$ cat config.mk
export PLATFORM = sky130hd
export DESIGN_NAME = prescale_timer
export DESIGN_NICKNAME = d
export VERILOG_FILES = /design/src/rtl/timer_pkg.sv /design/src/rtl/prescale_div.sv /design/src/rtl/prescale_timer.sv
export SDC_FILE = /design/constraint.sdc
export NUM_CORES = 1
export LEC_CHECK = 0
export ABC_AREA = 1
export BUFFER_PORTS_ARGS = -buffer_cell sky130_fd_sc_hd__buf_2
export CAP_MARGIN = 40
export CORE_MARGIN = 8
export CORE_UTILIZATION = 57
export DETAILED_ROUTE_END_ITERATION = 6
export PLACE_DENSITY = 0.8
export SLEW_MARGIN = 20
export SYNTH_ARGS = -nofsm -noshare
export SYNTH_HDL_FRONTEND = slang
export SYNTH_HIERARCHICAL = 1
export SYNTH_SLANG_ARGS = --single-unit
$ cat constraint.sdc
create_clock -name clk -period 3 [get_ports clk]
set_input_delay 0.45 -clock clk [delete_from_list [all_inputs] [get_ports clk]]
set_output_delay 0.45 -clock clk [all_outputs]
set_load 0.005 [all_outputs]
$ cat src/rtl/timer_pkg.sv
// Shared types and default widths for the prescaled down-timer.
//   timer_state_t : timer FSM states (idle, running, one-shot expired)
//   PW_DEF        : default prescale divider width
//   CW_DEF        : default reload / main countdown width
package timer_pkg;

  typedef enum logic [1:0] {
    IDLE = 2'd0,
    RUN  = 2'd1,
    DONE = 2'd2
  } timer_state_t;

  localparam int unsigned PW_DEF = 8;
  localparam int unsigned CW_DEF = 16;

endpackage

$ cat src/rtl/prescale_div.sv
// Prescale divider: counts enabled cycles and emits a one-cycle step every div+1 of them.
//   clk   : system clock (posedge)
//   reset : synchronous active-high reset, clears the divider count
//   clr   : synchronous clear of the divider count (restart)
//   en    : advance the divider this cycle
//   div   : divider value P; step fires when the count reaches P
//   step  : combinational step strobe, only ever high while en is high
module prescale_div
  import timer_pkg::*;
#(
  parameter int unsigned PW = PW_DEF
) (
  input  logic          clk,
  input  logic          reset,
  input  logic          clr,
  input  logic          en,
  input  logic [PW-1:0] div,
  output logic          step
);

  logic [PW-1:0] pcnt_q, pcnt_d;

  // pcnt never passes div, so all-ones div cannot overflow the field.
  assign step = en && (pcnt_q == div);

  always_comb begin
    pcnt_d = pcnt_q;
    if (clr) begin
      pcnt_d = '0;
    end else if (en) begin
      pcnt_d = step ? '0 : pcnt_q + 1'b1;
    end
  end

  always_ff @(posedge clk) begin
    if (reset) begin
      pcnt_q <= '0;
    end else begin
      pcnt_q <= pcnt_d;
    end
  end

endmodule

$ cat src/rtl/prescale_timer.sv
// Programmable prescaled down-timer producing single-cycle enable ticks for downstream counters.
// A tick fires every (prescale+1)*(reload+1) cycles; one-shot or periodic.
//   clk      : system clock (posedge)
//   reset    : synchronous active-high reset, highest priority
//   start    : strobe; latches config and (re)starts the timer
//   stop     : strobe; aborts to IDLE, wins over start
//   periodic : sampled on start; 1 = auto-reload, 0 = one-shot
//   prescale : sampled on start; divider value P
//   reload   : sampled on start; countdown value R
//   tick     : registered one-cycle enable pulse
//   busy     : high while running
//   done     : high while a one-shot run has expired (level)
//   count    : current main countdown value
module prescale_timer
  import timer_pkg::*;
#(
  parameter int unsigned PW = PW_DEF,
  parameter int unsigned CW = CW_DEF
) (
  input  logic          clk,
  input  logic          reset,
  input  logic          start,
  input  logic          stop,
  input  logic          periodic,
  input  logic [PW-1:0] prescale,
  input  logic [CW-1:0] reload,
  output logic          tick,
  output logic          busy,
  output logic          done,
  output logic [CW-1:0] count
);

  timer_state_t  state_q, state_d;
  logic [PW-1:0] p_sh_q, p_sh_d;
  logic [CW-1:0] r_sh_q, r_sh_d;
  logic          per_sh_q, per_sh_d;
  logic [CW-1:0] cnt_q, cnt_d;
  logic          tick_q, tick_d;

  logic div_clr;
  logic div_en;
  logic step;

  // Divider only runs on plain RUN cycles; any command this cycle overrides stepping.
  // stop leaves pcnt untouched, start (without stop) discards partial progress.
  assign div_clr = start && !stop;
  assign div_en  = (state_q == RUN) && !start && !stop;

  prescale_div #(
    .PW(PW)
  ) u_div (
    .clk  (clk),
    .reset(reset),
    .clr  (div_clr),
    .en   (div_en),
    .div  (p_sh_q),
    .step (step)
  );

  always_comb begin
    state_d  = state_q;
    p_sh_d   = p_sh_q;
    r_sh_d   = r_sh_q;
    per_sh_d = per_sh_q;
    cnt_d    = cnt_q;
    tick_d   = 1'b0;
    if (stop) begin
      state_d = IDLE;
    end else if (start) begin
      p_sh_d   = prescale;
      r_sh_d   = reload;
      per_sh_d = periodic;
      cnt_d    = reload;
      state_d  = RUN;
    end else if (step) begin
      if (cnt_q != '0) begin
        cnt_d = cnt_q - 1'b1;
      end else begin
        tick_d = 1'b1;
        if (per_sh_q) begin
          cnt_d = r_sh_q;
        end else begin
          state_d = DONE;
        end
      end
    end
  end

  always_ff @(posedge clk) begin
    if (reset) begin
      state_q  <= IDLE;
      p_sh_q   <= '0;
      r_sh_q   <= '0;
      per_sh_q <= 1'b0;
      cnt_q    <= '0;
      tick_q   <= 1'b0;
    end else begin
      state_q  <= state_d;
      p_sh_q   <= p_sh_d;
      r_sh_q   <= r_sh_d;
      per_sh_q <= per_sh_d;
      cnt_q    <= cnt_d;
      tick_q   <= tick_d;
    end
  end

  assign tick  = tick_q;
  assign busy  = (state_q == RUN);
  assign done  = (state_q == DONE);
  assign count = cnt_q;

endmodule
==> results of run 1 <==
[worst paths after layout]
check,from,cells after the start,endpoint
max,start,11,count[4]
min,prescale[2],3,p_sh_q[2]
max reg2reg,state_q[0],11,count[4]
min reg2reg,r_sh_q[12],2,r_sh_q[12]
[area by class of cell]
| type | instances | share of cell area |
|---|---|---|
| timing repair buffer | 53 | 0.0785 |
| tap | 72 | 0.0252 |
| sequential | 52 | 0.292 |
| multi-input combinational | 383 | 0.514 |
| clock inverter | 1 | 0.00140 |
| clock buffer | 6 | 0.0203 |
| inverter | 65 | 0.0684 |
[cell families (layout without fill, tap and decap cells)]
| family | Yosys count | count (layout) | share of synthesized area |
|---|---|---|---|
| buffers and inverters | 80 | 125 | 0.110 |
| AO/OA/AOI/OAI | 62 | 62 | 0.105 |
| AND/OR/NAND/NOR | 313 | 313 | 0.438 |
| adder cells (fa/ha/maj) | 3 | 3 | 0.0116 |
| XOR/XNOR | 5 | 5 | 0.0135 |
| flip-flops | 52 | 52 | 0.322 |
[per-layer routing]
layer  vias to the layer above  global-route usage  share of wire
met5                         -                   0              0
met4                         0              0.0805          0.018
met3                        17              0.0379          0.075
met2                       136               0.342           0.45
met1                      1565               0.280           0.46
li1                       1717                   -              -
[worst max-delay path, delay by kind of cell]
| family | cells | cell delay [ps] |
|---|---|---|
| buffers and inverters | 3 | 550 |
| AND/OR/NAND/NOR | 8 | 1460 |
[Yosys cell counts (all sizes together), types with 2 or more instances]
master and count:
a21oi 35, buf 8, clkbuf 7, clkinv 2
dfxtp 52, ha 3, inv 63, nand2 163
nand3 37, nand4 14, nor2 84, nor3 7
nor4 2, o211ai 2, o21ai 24, or2 5
xor2 4
[power groups by stage]
stage	clock network [uW]	registers [uW]	logic, uW
3_3_place_gp	0	782	425
3_5_place_dp	0	783	435
5_1_grt	412	773	505
4_1_cts	388	767	439
2_1_floorplan	0	774	331
6_report	384	769	444
[state kept, by name (all words and copies together), names as in the netlist]
name          cells
p_sh_q            8
tick              1
state_q           2
per_sh_q          1
u_div/pcnt_q      8
r_sh_q           16
count            16
[through the flow]
stage | total power, uW | util | hold slack [ps] | instance area (um^2)
floorplan | 1110 | - | 430 | 3230
global placement | 1210 | 0.634 | 447 | 3490
detailed placement | 1220 | 0.634 | 453 | 3490
CTS | 1590 | 0.648 | 368 | 3570
global route | 1690 | 0.648 | 375 | 3570
finish | 1600 | 0.648 | 367 | 3570
==> Flow_metrics.wiki, run 1 <==
{| class="wikitable"
! Metric !! Value
|-
| Status || finished clean
|-
| Cell chosen for the clock root || clkbuf_8
|-
| Endpoints failing hold || 0
|-
| Total of max-cap violations || 0
|-
| Sequence of cells on the critical path || buf_2, nor4_1, nand4_1, nor4_1, inv_1, nand2_1, nand3_4, inv_1, nand2_1, nor2_1, nor2_1
|-
| Ys flop type || dfxtp_1
|-
| GR Overflow Total || 0
|-
| Delay of the slowest cell on the worst path || 400 ps
|-
| Critical path peak fanout || 22
|-
| Die Outline Area || 8340 um^2
|-
| Post-Syn Instances || roughly 520
|-
| Final-report setup violation count || 0
|-
| Reg2Reg Setup Slack || 760 ps
|-
| Static leakage || 0.00181 uW
|-
| Dpl cells || 625
|-
| Highest clock rate || 443 MHz
|-
| Initial core utilization || 0.587
|-
| Number of cells in the finished layout apart from fillers || ~630
|-
| Kind of critical path || in -> reg
|-
| CTS H-tree lvls || 2
|-
| Core Box Area || 5510 um^2
|-
| Routed via count || between 3,000 and 4,000
|-
| Worst Path Arrival || 2470 ps
|-
| Number of max-slew violations in the final report || 0
|-
| Distinct cell type count of the synthesized netlist || 36
|-
| IO Pins || 48
|-
| Global placer's final weighted congestion || 0.951
|-
| Maximum number of pins on one net before global-route repair || 25
|-
| Post-Synthesis Cell Area || between 3000 and 4000 um^2
|-
| Worst vdd rail ir drop || 0.230 mV
|-
| Worst relative slew slack || 0.496
|-
| # resized after CTS || 0
|-
| Critical Path Start Type || input pin
|-
| Number of buffers added for setup after CTS || 0
|-
| Worst-Skew Late Latency || roughly 310 ps
|-
| Minimum setup slack in the final design || 744 ps
|-
| Fraction of power consumed by combinational cells || 0.278
|-
| Area Overhead vs Synth || 10.4%
|-
| Die span in x || 91.3 um
|-
| Count of input and output buffers || 47
|-
| DIE HEIGHT || 91.3 um
|-
| Seq/Total Area, Yosys || 0.322
|-
| Sequential cell area || approximately 1000 um^2
|-
| Total Routed Length || 8700 um
|-
| Longest Clk Path Bufs || 2
|-
| Clock tree from TritonCTS || done
|-
| DR vias/cell || 5.44
|-
| Area share of the largest cell type after synthesis || 0.322
|-
| Worst slack after detailed placement || about 440 ps
|-
| Highest-count cells in the layout ignoring fill and taps || 159 x nand2_1, 69 x nor2_1, 55 x inv_1
|-
| Warnings from Yosys || 6
|-
| Capturing element type of the critical path || flip-flop
|-
| Drt first-iter violations || slightly above 300
|-
| Final critical-path required period || 2260 ps
|-
| Detailed-route DRC error count || 0
|-
| Share of post-route cells with drive strength above 1 || 0.184
|-
| Proportion of synthesized flip-flops having asynchronous set or reset || 0
|-
| Setup TNS || 0 ps
|-
| Share of total power in sequential cells || 0.481
|-
| Area of combinational cells with multiple inputs || approximately 1800 um^2
|-
| Net count reported at finish || 592
|-
| Sw frac || 0.346
|-
| Largest area contributor in the synthesized netlist || dfxtp_1
|-
| Initial antenna violation count || 0
|-
| Sink Count || 52
|-
| Syn_nets || 547
|-
| Reg clk slew, reported paths || roughly 90 ps
|-
| Hold Buf Count CTS || 0
|-
| Required time of the critical path || around 3200 ps
|-
| First-pass GRT wire length || ~15,000 um
|-
| Worst Skew || 4.94 ps
|-
| Type of the most critical hold path || in -> reg
|-
| Unrepaired setup endpoints after global routing || false
|-
| Transition time at the pin with the least slew margin || 755 ps
|-
| Detailed-routing iteration count for the pre-antenna-repair pass || 5
|-
| Std cell rows || 27
|-
| Routed length per placed instance || 13.8 um
|-
| FILL cells || 538
|-
| Net switching power figure || roughly 550 uW
|-
| Final antenna diode count || 0
|-
| GRT Util Overall || 0.214
|-
| HPWL after detailed placement || 6320 um
|-
| Int Power || 1040 uW
|-
| Total power density per cell area || around 450 nW/um^2
|-
| Post-route ant nets || 0
|-
| CTS Buf Count || 5
|-
| Critical-path cell with the highest stage delay || nor4_1
|-
| Largest cells by area after synthesis || dfxtp_1 32%, nand2_1 18%, nor2_1 8.0%
|-
| #FFs+latches synth || 52
|-
| Number of global-route vias before repair || 3,319
|-
| Final critical-path share of the clock period || 0.752
|-
| Avg Cell Area, Syn || 6.28 um^2
|-
| Post-synth EDFFs || 0
|-
| Most common cell after layout, fill and taps aside || nand2_1
|-
| Share of power burned in the clock network || 0.241
|}
No activity file was read; power rests on OpenSTA's default activity.
==> run 2, diff against run 1 <==
==> constraint.sdc (replaced) <==
create_clock -name clk -period 2.3 [get_ports clk]
set_input_delay 0.345 -clock clk [delete_from_list [all_inputs] [get_ports clk]]
set_output_delay 0.345 -clock clk [all_outputs]
set_load 0.005 [all_outputs]
==> run 2 against run 1 <==
  * Routed wire length hardly changed
  * Clock skew is 0.96 ps lower
  * Worst setup slack worse by 480 ps
  * Via count is 2.4% lower
  * Register-to-register slack worse by 500 ps
  * Flip-flop and latch count stayed put
  * Global-route usage is 0.14 points higher
  * Critical endpoint is now count[13]
  * Largest cell class unchanged
==> Flow_metrics.wiki, run 2 (synthesis gave the netlist of run 1 again) <==
{| class="wikitable"
! Metric !! Value
|-
| Status || finished clean
|-
| Initial antenna violation count || 0 (unchanged)
|-
| Worst r2r src || u_div/pcnt_q[0]
|-
| Type of the most critical hold path || in -> reg
|-
| Cell chosen for the clock root || clkbuf_8
|-
| Final critical-path share of the clock period || 0.887
|-
| Global placer's final weighted congestion || 0.925 (-2.7%)
|-
| Total Routed Length || 8700 um (about the same)
|-
| Setup TNS || 0 ps (unchanged)
|-
| Number of global-route vias before repair || 3,356 (+1.1%)
|-
| Final antenna diode count || 0 (unchanged)
|-
| Std cell rows || 27 (unchanged)
|-
| Final-report setup violation count || 0 (unchanged)
|-
| Detailed-route DRC error count || 0 (unchanged)
|-
| Clock tree from TritonCTS || done
|-
| Post-route ant nets || 0 (unchanged)
|-
| Static leakage || 0.00183 uW (+1.6%)
|-
| Cell count of the worst reg-to-reg path || 11 (unchanged)
|-
| Endpoint with the worst hold slack || p_sh_q[7]
|-
| GRT Util Overall || 0.215 (+0.00137)
|-
| FILL cells || 517 (-3.9%)
|-
| Highest-count cells in the layout ignoring fill and taps || 159 x nand2_1, 69 x nor2_1, 55 x inv_1
|-
| Share of post-route cells with drive strength above 1 || 0.192 (+0.00790)
|-
| Net count reported at finish || 596 (+0.68%)
|-
| CTS Buf Count || 5 (unchanged)
|-
| Sink Count || 52 (unchanged)
|-
| Most common cell after layout, fill and taps aside || nand2_1
|-
| Initial core utilization || 0.587 (unchanged)
|-
| Endpoints failing hold || 0 (unchanged)
|-
| CTS H-tree lvls || 2 (unchanged)
|-
| Kind of critical path || reg -> reg
|-
| Total of max-cap violations || 0 (unchanged)
|-
| Hold_sp || prescale[7]
|-
| Worst relative slew slack || 0.460 (-0.0356)
|-
| Worst Hold Slack || 265 ps (-102 ps)
|-
| Reg2Reg Setup Slack || 260 ps (-500 ps)
|-
| First-pass GRT wire length || 15,200 um (+1.1%)
|-
| Critical R2R Capture || count[13]
|-
| Worst Path Arrival || 2240 ps (-230 ps)
|-
| Critical path peak fanout || 15 (-32%)
|-
| Hold-critical path depth || 3 (unchanged)
|-
| Unrepaired setup endpoints after global routing || false
|-
| IO Pins || 48 (unchanged)
|-
| Detailed-routing iteration count for the pre-antenna-repair pass || 5 (unchanged)
|-
| Drt first-iter violations || 244 (-19%)
|-
| Area Overhead vs Synth || 12.4%
|-
| Worst-Skew Late Latency || 300 ps (about the same)
|-
| Number of buffers added for setup after CTS || 0 (unchanged)
|-
| Longest Clk Path Bufs || 2 (unchanged)
|-
| # resized after CTS || 0 (unchanged)
|-
| Die Outline Area || 8340 um^2 (unchanged)
|-
| Die span in x || 91.3 um (unchanged)
|-
| Worst vdd rail ir drop || 0.323 mV (+40%)
|-
| Launching instance or port of the critical path || u_div/pcnt_q[0]
|-
| Routed length per placed instance || 13.7 um (-0.53%)
|-
| Worst Skew || 3.99 ps (-0.957 ps)
|-
| HPWL after detailed placement || 6460 um (+2.3%)
|-
| Final critical-path required period || slightly above 2000 ps
|-
| Highest clock rate || 490 MHz
|-
| Routed via count || 3,351 (-2.4%)
|-
| Count of input and output buffers || 47 (unchanged)
|-
| Number of max-slew violations in the final report || 0 (unchanged)
|-
| Capturing element type of the critical path || flip-flop
|-
| DR vias/cell || 5.28 (-2.9%)
|-
| Hold Buf Count CTS || 0 (unchanged)
|-
| Required time of the critical path || 2500 ps (-710 ps)
|-
| Reg clk slew, reported paths || 90 ps (about the same)
|-
| Maximum number of pins on one net before global-route repair || 24 (-4.0%)
|-
| GR Overflow Total || 0 (unchanged)
|-
| Total power density per cell area || 604 nW/um^2 (+35%)
|-
| DIE HEIGHT || 91.3 um (unchanged)
|-
| Transition time at the pin with the least slew margin || 808 ps (+53.3 ps)
|-
| Core Box Area || 5510 um^2 (unchanged)
|-
| Critical Path Start Type || flip-flop
|}
## run 2: changes by cell type in the layout (fill, tap and decap cells not counted), sizes merged
cell    previous run  this run
clkbuf             6         5
bufinv             0         1
buf               53        57
clkinv             3         2
## run 2: metal layers
layer / vias up / track usage / share of wire / wire, um
met2: 148 / 0.351 / 0.45 / 3880
met3: 8 / 0.0420 / 0.087 / 760
met5: - / 0 / 0 / 0
li1: 1718 / - / - / -
met4: 0 / 0.0641 / 0.0083 / 72
met1: 1477 / 0.281 / 0.46 / 3980
## run 2: final cells by class
type	count	area, um^2	share of cell area
Clock buffer	5	68.8	0.0189
Clock inverter	1	30.0	0.00826
Inverter	65	244	0.0671
Multi-Input combinational cell	383	1850	0.509
Sequential cell	52	1040	0.286
Tap cell	72	90.1	0.0248
Timing Repair Buffer	57	310	0.0854
## run 2: worst max-delay path: stages (launching register included)
cell and delay (ps):
dfxtp_1 400, inv_1 110, nand2_1 90, and2_1 150, nand4_1 80, nor4_1 290
inv_1 100, nand2_1 140, nand3_4 130, buf_4 230, nor2_1 140, a21oi_2 70
## run 2: power by group
group / internal [uW] / leakage, uW / switching (uW)
clock network: 313 / 0.0000501 / 287
logic: 213 / 0.00136 / 382
registers: 949 / 0.000426 / 51.7
## run 2: per-stage QoR
step | instances | power (uW) | cell area (um^2) | setup slack (ps) | utilization
after floorplan | 515 | 1440 | 3250 | 59.4 | -
after global placement | 629 | 1590 | 3540 | 330 | 0.642
final | 635 | 2200 | 3630 | 261 | 0.660
after detailed placement | 629 | 1600 | 3540 | 235 | 0.642
after CTS | 635 | 2190 | 3630 | 290 | 0.660
after global routing | 635 | 2320 | 3630 | 39.9 | 0.660
## run 2: how the worst max path moves through the flow
stage	end	slack, ps	cells after the start
2_1_floorplan	count[10]	60	11
3_3_place_gp	count[13]	330	10
3_5_place_dp	count[12]	240	10
4_1_cts	count[13]	290	11
5_1_grt	count[13]	40	11
6_report	count[13]	260	11
